File: config.mk
export PLATFORM = sky130hd
export DESIGN_NAME = fifo_in_arb
export DESIGN_NICKNAME = d
export VERILOG_FILES = /design/src/rtl/fifo_in_arb.sv
export SDC_FILE = /design/constraint.sdc
export NUM_CORES = 1
export LEC_CHECK = 0
export ABC_AREA = 0
export BUFFER_PORTS_ARGS = -buffer_cell sky130_fd_sc_hd__buf_2
export CAP_MARGIN = 0
export CORE_MARGIN = 10
export CORE_UTILIZATION = 32
export CTS_BUF_LIST = sky130_fd_sc_hd__clkbuf_8
export DETAILED_ROUTE_END_ITERATION = 7
export PLACE_DENSITY = 0.63
export SETUP_SLACK_MARGIN = 0.5
export SLEW_MARGIN = 20
export SYNTH_ARGS = -nofsm -noshare
export SYNTH_HDL_FRONTEND = slang
export SYNTH_SLANG_ARGS = --single-unit
export TNS_END_PERCENT = 5
File: constraint.sdc
create_clock -name clk -period 1.8 [get_ports clk]
set_clock_uncertainty 0.1 [all_clocks]
set_input_delay 0.09 -clock clk [delete_from_list [all_inputs] [get_ports clk]]
set_output_delay 0.09 -clock clk [all_outputs]
set_load 0.02 [all_outputs]
File: src/rtl/fifo_in_arb.sv
// fifo_in_arb: round-robin arbiter feeding one registered beat per cycle into the fifo write port.
// Optional per-owner burst grants are compiled in with FIFO_IN_ARB_BURST_EN.
module fifo_in_arb #(
  parameter int NUM_REQ    = 4,
  parameter int DATA_WIDTH = 8,
  parameter int MAX_BURST  = 4
) (
  input  logic                          clk,
  input  logic                          rst,
  input  logic [NUM_REQ*DATA_WIDTH-1:0] req_data,
  input  logic [NUM_REQ-1:0]            req_vld,
  output logic [NUM_REQ-1:0]            req_rdy,
  output logic [DATA_WIDTH-1:0]         data_in,
  output logic                          data_in_vld,
  input  logic                          data_in_rdy,
  output logic [$clog2(NUM_REQ)-1:0]    grant_id
);
  localparam int IW = $clog2(NUM_REQ);

  logic [IW-1:0]         ptr_q, ptr_d;
  logic [DATA_WIDTH-1:0] dat_q, dat_d;
  logic                  vld_q, vld_d;
  logic [IW-1:0]         gid_q, gid_d;

  logic [IW-1:0] rr_win, win;
  logic          rr_vld, win_vld;
  logic          load_ok, acc;

  function automatic logic [IW-1:0] nxt(input logic [IW-1:0] i);
    if (int'(i) == NUM_REQ - 1) return '0;
    return i + 1'b1;
  endfunction

  // Rotating priority search; descending loop so the closest-to-ptr hit wins.
  always_comb begin
    logic [IW-1:0] cand;
    rr_vld = 1'b0;
    rr_win = '0;
    cand   = '0;
    for (int i = NUM_REQ - 1; i >= 0; i--) begin
      cand = IW'((int'(ptr_q) + i) % NUM_REQ);
      if (req_vld[cand]) begin
        rr_vld = 1'b1;
        rr_win = cand;
      end
    end
  end

  assign load_ok = !vld_q || data_in_rdy;
  assign acc     = rst && win_vld && load_ok;

  // Ready goes only to the current winner, and only when the slot can take it.
  always_comb begin
    req_rdy = '0;
    if (acc) req_rdy[win] = 1'b1;
  end

  // Output slot: load on accept, otherwise empty out once the fifo takes it.
  always_comb begin
    dat_d = dat_q;
    gid_d = gid_q;
    vld_d = vld_q;
    if (acc) begin
      dat_d = req_data[win*DATA_WIDTH +: DATA_WIDTH];
      gid_d = win;
      vld_d = 1'b1;
    end else if (vld_q && data_in_rdy) begin
      vld_d = 1'b0;
    end
  end

`ifdef FIFO_IN_ARB_BURST_EN
  typedef enum logic {IDLE, BURST} state_t;
  state_t        st_q, st_d;
  logic [IW-1:0] own_q, own_d;
  logic [7:0]    cnt_q, cnt_d;

  // Owner keeps the grant for up to MAX_BURST beats or until it goes idle.
  always_comb begin
    win_vld = rr_vld;
    win     = rr_win;
    st_d    = st_q;
    own_d   = own_q;
    cnt_d   = cnt_q;
    ptr_d   = ptr_q;
    if (st_q == BURST) begin
      win_vld = req_vld[own_q];
      win     = own_q;
    end
    if (rst && load_ok) begin
      unique case (st_q)
        IDLE: begin
          if (win_vld) begin
            if (MAX_BURST == 1) begin
              ptr_d = nxt(win);
            end else begin
              st_d  = BURST;
              own_d = win;
              cnt_d = 8'd1;
            end
          end
        end
        BURST: begin
          if (win_vld && cnt_q + 8'd1 != 8'(MAX_BURST)) begin
            cnt_d = cnt_q + 8'd1;
          end else begin
            st_d  = IDLE;
            cnt_d = '0;
            ptr_d = nxt(own_q);
          end
        end
        default: st_d = IDLE;
      endcase
    end
  end

  // Burst state registers.
  always_ff @(posedge clk) begin
    if (!rst) begin
      st_q  <= IDLE;
      own_q <= '0;
      cnt_q <= '0;
    end else begin
      st_q  <= st_d;
      own_q <= own_d;
      cnt_q <= cnt_d;
    end
  end
`else
  // Strict per-beat round robin: pointer moves past every accepted winner.
  always_comb begin
    win_vld = rr_vld;
    win     = rr_win;
    ptr_d   = acc ? nxt(rr_win) : ptr_q;
  end
`endif

  // Slot and pointer registers.
  always_ff @(posedge clk) begin
    if (!rst) begin
      ptr_q <= '0;
      dat_q <= '0;
      vld_q <= 1'b0;
      gid_q <= '0;
    end else begin
      ptr_q <= ptr_d;
      dat_q <= dat_d;
      vld_q <= vld_d;
      gid_q <= gid_d;
    end
  end

  assign data_in     = dat_q;
  assign data_in_vld = vld_q;
  assign grant_id    = gid_q;
endmodule

# Word-level counts from Yosys, hierarchy flattened
# Cells that the tools add are included.
[op_classes] add_sub_neg=4 magnitude_cmp=6 eq_ne=1 shift=1 muxes=24 n_reduce_logical=7
[op_table] cell="variable part select 32 x 6 -> 8 bit" n=1
[op_table] cell="< comparator 2 x 3 -> 1 bit, second input constant" n=5
[op_table] cell="two-way mux 1 bit" n=12
[op_table] cell="two-way mux 2 bit" n=6
[op_table] cell="binary-select mux 1 bit (select 2 bit)" n=4
[op_table] cell="adder 2 x 1 -> 2 bit, second input constant" n=2
[op_table] cell="adder 2 bit, second input constant" n=2
[op_table] cell="logical AND 1 bit" n=4
[op_table] cell="two-way mux 4 bit" n=1
[op_table] cell="demux 1 bit (select 2 bit)" n=1
[op_table] cell="equality test 2 x 1 -> 1 bit, second input constant" n=1
[op_table] cell="greater-or-equal comparator 2 x 1 -> 1 bit, second input constant" n=1
[op_table] cell="nonzero test 2 bit" n=1
[op_table] cell="logical NOT 1 bit" n=1
[op_table] cell="logical OR 1 bit" n=1
[totals] ff_bits=13 inputBits=39 output_inout_bits=15 wordCells=47

# Logic depth before layout (Yosys ltp)
# Gate-level depths: netlist of run 1.
[depth] depth_word=12 depth_mapped=7

# Worst setup path before layout of run 1
# No wires, ideal clock.
[synth_timing] path_kind="register to register" from="reg ptr_q[0]" to="reg ptr_q[1]" setup_ns=0.116 t_arrival_ns=1.463 setup_slack_ns=0.121 stages_incl_launch_ff=8 n_path_buf=1 path_cell_list="dfxtp_1 > nor2b_1 > a211o_1 > a21oi_4 > buf_6 > ha_1 > mux2i_1 > nor2b_1"
[synth_between] elab_chain_len=10 elab_cells_between_ends=25
[synth_lines] element="start: declaration" line="20" text="logic [IW-1:0] ptr_q, ptr_d;"
[synth_lines] element="start signal: assignment" line="146" text="ptr_q <= ptr_d;"
[synth_lines] element="adder 2 bit" line="41" text="cand = IW'((int'(ptr_q) + i) % NUM_REQ);"
[synth_lines] element="binary-select mux 1 bit (select 2 bit)" line="42" text="if (req_vld[cand]) begin"
[synth_lines] element="two-way mux 1 bit (not written as such)" line="42"
[synth_lines] element="two-way mux 2 bit (4 in a row)" line="42"
[synth_lines] element="equality test 2 x 1 -> 1 bit" line="30" text="if (int'(i) == NUM_REQ - 1) return '0;"
[synth_lines] element="two-way mux 1 bit" line="30"
[synth_lines] element="two-way mux 2 bit" line="31" text="return i + 1'b1;"
# Parallel ways exist; a longest one is shown, timed or not. The select of a mux whose other input is x is not followed.
# A chain may end at the register's enable or synchronous reset.

# Worst setup path in the final report of run 1
[layout_timing] from="reg ptr_q[0]" to="out req_rdy[1]"
[layout_between] elab_chain_len=12 elab_cells_between_ends=27
[layout_lines] element="adder 2 bit" line="41"
[layout_lines] element="binary-select mux 1 bit (select 2 bit)" line="42"
[layout_lines] element="two-way mux 1 bit (not written as such)" line="42"
[layout_lines] element="two-way mux 2 bit (4 in a row)" line="42"
[layout_lines] element="< comparator 2 x 3 -> 1 bit (not written as such) / greater-or-equal comparator 2 x 1 -> 1 bit (equally long branches)" line="55" text="if (acc) req_rdy[win] = 1'b1;"
[layout_lines] element="logical AND 1 bit (not written as such)" line="55"
[layout_lines] element="two-way mux 1 bit (not written as such)" line="55"
[layout_lines] element="demux 1 bit (select 2 bit)" line="55"
[layout_lines] element="two-way mux 4 bit (*)" line="55"
[layout_lines] element="end: declaration" line="12" text="output logic [NUM_REQ-1:0] req_rdy,"
# Every way passes the cells marked *; elsewhere a longest branch is shown, timed or not. The select of a mux whose other input is x is not followed.

==> results.tsv, run 1 <==
metric	value	unit
VDD IR-drop max	0.511	mV
Levels on crit path	7	
number of global-route vias before repair	848	
drt drc	0	
status	completed	
I/O pins	54	
Layout Nets	187	
Yosys top cell area share	33.3	%
CP Data Arrival Time	1.58	ns
WS Path Type	flop to primary output	
post-DP HPWL	2000	um
full die area	4820	um^2
pre-CTS setup slack	0.000878	ns
CP Data Required Time	1.61	ns
# diodes	0	
area grow syn2layout	60.8	%
Chip Width	69.4	um
total wire length	2570	um
cell area after synthesis	782	um^2
PortBufs	53	
sequential fraction of the synthesis area	33.3	%
post-synthesis compound-gate area fraction	19.5	%
syn nets	123	
GR Overflow Total	0	
post-synthesis cell count	83	
Netlist cell types	24	
Worst Slack Setup Final	0.0320	ns
Setup Viol. Count Final	0	
post-layout min period	1.77	ns
post-synthesis adder-cell area fraction	1.60	%
CP endpoint kind	primary output	
CTS max path bufs	2	
FMAX	566	MHz
Area contributors post-synth	dfxtp_1 (33%), mux2i_1 (24%), o221ai_1 (10%)	
CTS clk-pin slew, worst paths	0.05	ns
Total GRT Usage	9.72	%
first-pass GRT wire length	3990	um
Via density	4.84	
post-synthesis xor/xnor area fraction	0	%
Max-slew headroom	54.0	%
pwr dens	857	nW/um^2
layout cells sized above 1	54.1	%
Worst-Skew Late Latency	0.24	ns
clock root buffer	clkbuf_8	
largest family of logic cells by synthesized area	multiplexers	
FF-to-FF path depth	7	
Synth area leader	dfxtp_1	
crit path max fanout	6	
Mapped Avg Cell Area	9.42	um^2
Slowest cell on crit path	dfxtp_2	
Final Hold Fails	0	
mux cell area share after synthesis	24.3	%
Simple-Gate Fraction of Synth Area	13.9	%
YS warnings	0	
commonest cells after routing, fill and taps aside	buf_2 (49), mux2i_1 (19), dfxtp_1 (11)	
core box area	2280	um^2
maximum number of pins on one net before global-route repair	10	
Final ANT Viol Nets	0	
initial DRC count	30	
most common cell after layout, fill and taps aside	buf_2	
post-DR wirelength/cell	14.8	um
unrepaired setup endpoints after global routing	yes	
Pleak	0.000631	uW
GP Congestion	0.748	
Worst setup SP type	flop	
Vias	842	
hold path depth	3	
worst-path cell chain	buf_4, o221ai_1, a21oi_4, buf_12, inv_1, nor2_4, buf_6	
Slew @ Worst Pin	0.684	ns
CTS tree	yes	
Critical path buffers and inverters	4	
CTS buffer count	3	
#FFs+latches synth	13	
Die Y-Extent	69.4	um
initial core utilization	34.4	%
largest stage delay on the critical path	0.34	ns
Hold Crit Class	input pin to flop	
Min Hold Slack	0.0601	ns
CP delay by family, top	buffers and inverters	
initial antenna violation count	0	
TritonRoute pass-1 iters	4	
H-tree levels	1	
Power Total	1080	uW
max-slew violation count	0	
CTS sink cnt	13	
row count	17	
max-cap check violation count	0	
Final Cycle Share	98.2	%
cell families after synthesis:
logic type / Yosys count
compound gates: 18
fa+ha+maj: 1
buf+inv: 9
mux: 19
flops: 13
simple gates: 23
routing by layer:
metal | routed length (um) | global-route usage (%)
met1 | 1140 | 10.5
met2 | 1260 | 17.1
met3 | 141 | 2.85
met4 | 34 | 3.99
met5 | 0 | 0
area by class of cell:
type	count	area, um^2
Fill cell	206	1020
Multi-Input combinational cell	61	522
Timing Repair Buffer	63	374
Sequential cell	13	263
Clock buffer	3	41.3
Tap cell	28	35.0
Inverter	5	18.8
Clock inverter	1	3.75
synth_stat cells, drive strengths merged:
library cell,instances
a211o,1
buf,3
nor4,1
clkbuf,1
nand3b,1
and3,1
o21ai,1
nor2,5
nand3,1
nand2,9
o22a,1
mux2i,19
ha,1
a21boi,1
nor2b,5
dfxtp,13
inv,5
o221ai,9
a21oi,4
a21o,1
what timing repair did:
action | in CTS | in global routing
hold buffers | 0 | 0
endpoints found under the setup margin | 15 | 15
resized for setup | 9 | 7
pin swaps | 2 | 1
setup buffers | 5 | 1
sequential cells by signal (all words and copies together), names as in the netlist:
signal and cells:
ptr_q 2, grant_id 2, data_in_vld 1, data_in 8
tightest hold or removal path: cells and delay by family:
family / cells / cell delay [ns]
compound gates: 1 / 0.15
buf+inv: 1 / 0.07
mux: 1 / 0.05
power breakdown:
group          leakage (uW)  switching, uW  internal (uW)  total, uW
Clock             0.0000269            102            150        253
Sequential         0.000108           26.1            335        361
Combinational      0.000496            236            228        464
final timing paths:
path,from,slack [ns],end
min reg2reg,data_in[1]$_SDFFE_PN0P_,0.36,data_in[1]$_SDFFE_PN0P_
max reg2reg,ptr_q[0]$_SDFFE_PN0P_,0.05,data_in[5]$_SDFFE_PN0P_
min,req_data[3],0.06,data_in[3]$_SDFFE_PN0P_
max,ptr_q[0]$_SDFFE_PN0P_,0.03,req_rdy[1]
through the flow:
stage          cell area [um^2]  instances  utilization [%]  setup TNS [ns]
4_1_cts                    1220        173             53.5               0
3_3_place_gp               1110        164             48.7               0
5_1_grt                    1260        174             55.3          -0.161
6_report                   1260        174             55.3               0
3_5_place_dp               1110        164             48.7               0
2_1_floorplan               803         83                -               0
Power figures use the tool's default switching activity.
==> run 2, diff against run 1 <==
--- a/config.mk
+++ b/config.mk
@@ -8,11 +8,14 @@
 export ABC_AREA = 0
 export BUFFER_PORTS_ARGS = -buffer_cell sky130_fd_sc_hd__buf_2
 export CAP_MARGIN = 0
+export CELL_PAD_IN_SITES_DETAIL_PLACEMENT = 0
+export CELL_PAD_IN_SITES_GLOBAL_PLACEMENT = 2
 export CORE_MARGIN = 10
-export CORE_UTILIZATION = 32
+export CORE_UTILIZATION = 22
 export CTS_BUF_LIST = sky130_fd_sc_hd__clkbuf_8
 export DETAILED_ROUTE_END_ITERATION = 7
-export PLACE_DENSITY = 0.63
+export HOLD_SLACK_MARGIN = 0.05
+export PLACE_DENSITY = 0.78
 export SETUP_SLACK_MARGIN = 0.5
 export SLEW_MARGIN = 20
 export SYNTH_ARGS = -nofsm -noshare
==> results.tsv, run 2 (synthesis gave the netlist of run 1 again) <==
metric	value	unit	change
Via density	4.40		-9.0%
non-filler cells, final	196		+13%
Hold Crit Class	input pin to flop		
Total GRT Usage	8.83	%	-0.89 points
Layout Nets	191		+2.1%
initial antenna violation count	0		unchanged
VDD IR-drop max	0.297	mV	-42%
clock root buffer	clkbuf_8		
Reg area	265	um^2	+0.95%
post-DR wirelength/cell	14.8	um	about the same
post-DP HPWL	2200	um	+9.8%
CTS tree	yes		
GP Congestion	0.698		-6.6%
Min Hold Slack	0.0510	ns	-0.00910 ns
initial DRC count	37		+23%
CP Data Required Time	1.61	ns	about the same
Layout fillers	346		+68%
HP Start	req_data[1]		
initial core utilization	23.1	%	-11 points
Multi-input gate area	548	um^2	+5.0%
number of flip-flops in the largest register	8		unchanged
crit path max fanout	7		+1
CTS buffer count	3		unchanged
area grow syn2layout	75.5	%	
row count	21		+4
Max-slew headroom	60.8	%	+6.8 points
CTS max path bufs	2		unchanged
CP endpoint kind	primary output		
status	completed		
Final ANT Viol Nets	0		unchanged
Pleak	0.000660	uW	+4.5%
Setup Viol. Count Final	0		unchanged
CP Data Arrival Time	1.60	ns	+0.02 ns
Die Y-Extent	79.6	um	+15%
FMAX	558	MHz	-1.3%
Reg2Reg Launch Point	ptr_q[0]$_SDFFE_PN0P_		
I/O pins	54		unchanged
CTS sink cnt	13		unchanged
Final Hold Fails	0		unchanged
max-slew violation count	0		unchanged
WS Path Type	flop to primary output		
H-tree levels	1		unchanged
commonest cells after routing, fill and taps aside	buf_2 (49), mux2i_1 (15), dfxtp_1 (11)		
max-cap check violation count	0		unchanged
total wire length	2900	um	+13%
unrepaired setup endpoints after global routing	yes		
Worst setup SP type	flop		
Chip Width	79.6	um	+15%
GR Overflow Total	0		unchanged
full die area	6340	um^2	+31%
drt drc	0		unchanged
# diodes	0		unchanged
first-pass GRT wire length	4590	um	+15%
PortBufs	53		unchanged
Slew @ Worst Pin	0.583	ns	-0.101 ns
Vias	863		+2.5%
core box area	3390	um^2	+49%
Setup crit start	ptr_q[0]$_SDFFE_PN0P_		
most common cell after layout, fill and taps aside	buf_2		
pwr dens	841	nW/um^2	-1.9%
maximum number of pins on one net before global-route repair	10		unchanged
layout cells sized above 1	58.7	%	+4.6 points
Inst Count DP	182		+11%
number of global-route vias before repair	991		+17%
Final Cycle Share	99.5	%	+1.3 points
Worst-Skew Late Latency	0.24	ns	about the same
CTS clk-pin slew, worst paths	0.06	ns	about the same
post-layout min period	1.79	ns	+0.0230 ns
TritonRoute pass-1 iters	2		-2
run 2: changes by cell type in the layout (fill, tap and decap cells not counted), sizes merged:
cell / previous run / this run
buf: 63 / 66
dlygate4sd3: 0 / 1
run 2: metrics by stage:
stage	instance area, um^2	util, %	power, uW	setup WS [ns]	setup TNS, ns
after global placement	1130	33.3	777	0.0402	0
after global routing	1370	40.5	1230	-0.0490	-0.377
after floorplan	803	-	646	0.179	0
final	1370	40.5	1150	0.00902	0
after CTS	1310	38.8	1130	0.00277	0
after detailed placement	1130	33.3	780	0.00859	0
run 2: routing by layer:
metal / track usage [%] / wire length [um] / vias up
met2: 15.2 / 1480 / 22
met4: 3.76 / 34 / 0
met1: 10.6 / 1280 / 400
li1: - / - / 439
met5: 0 / 0 / -
met3: 1.24 / 97 / 2
run 2: layout make-up:
class                      instances  area share [%]
tap                               46            4.19
inverter                           5            1.37
clock inverter                     1           0.273
sequential                        13            19.3
clock buffer                       3            3.01
multi-input combinational         61            39.9
timing repair buffer              67            31.9
run 2: report_power, final:
group | internal (uW) | switching (uW)
sequential | 336 | 27.4
clock | 151 | 106
combinational | 278 | 256
run 2: critical path, stage by stage, from the launching register on:
cell	delay, ns
dfxtp_2	0.36
nor2b_4	0.05
a211o_1	0.26
a21oi_4	0.24
buf_6	0.16
buf_12	0.13
nor2_4	0.04
buf_6	0.12
run 2: path summary, 6_finish.rpt:
kind | end | slack, ns | cells after the start
setup / recovery | req_rdy[2] | 0.009 | 7
hold / removal | data_in[1]$_SDFFE_PN0P_ | 0.05 | 3
setup reg to reg | data_in[7]$_SDFFE_PN0P_ | 0.03 | 7
hold reg to reg | data_in[4]$_SDFFE_PN0P_ | 0.36 | 2
run 2: repair_timing:
item	in CTS	in global routing
gates cloned	1	0
setup buffers	6	2
pin swaps	4	7
resized for setup	17	10
endpoints found under the setup margin	16	16
endpoints found under the hold margin	1	0
hold buffers	1	0
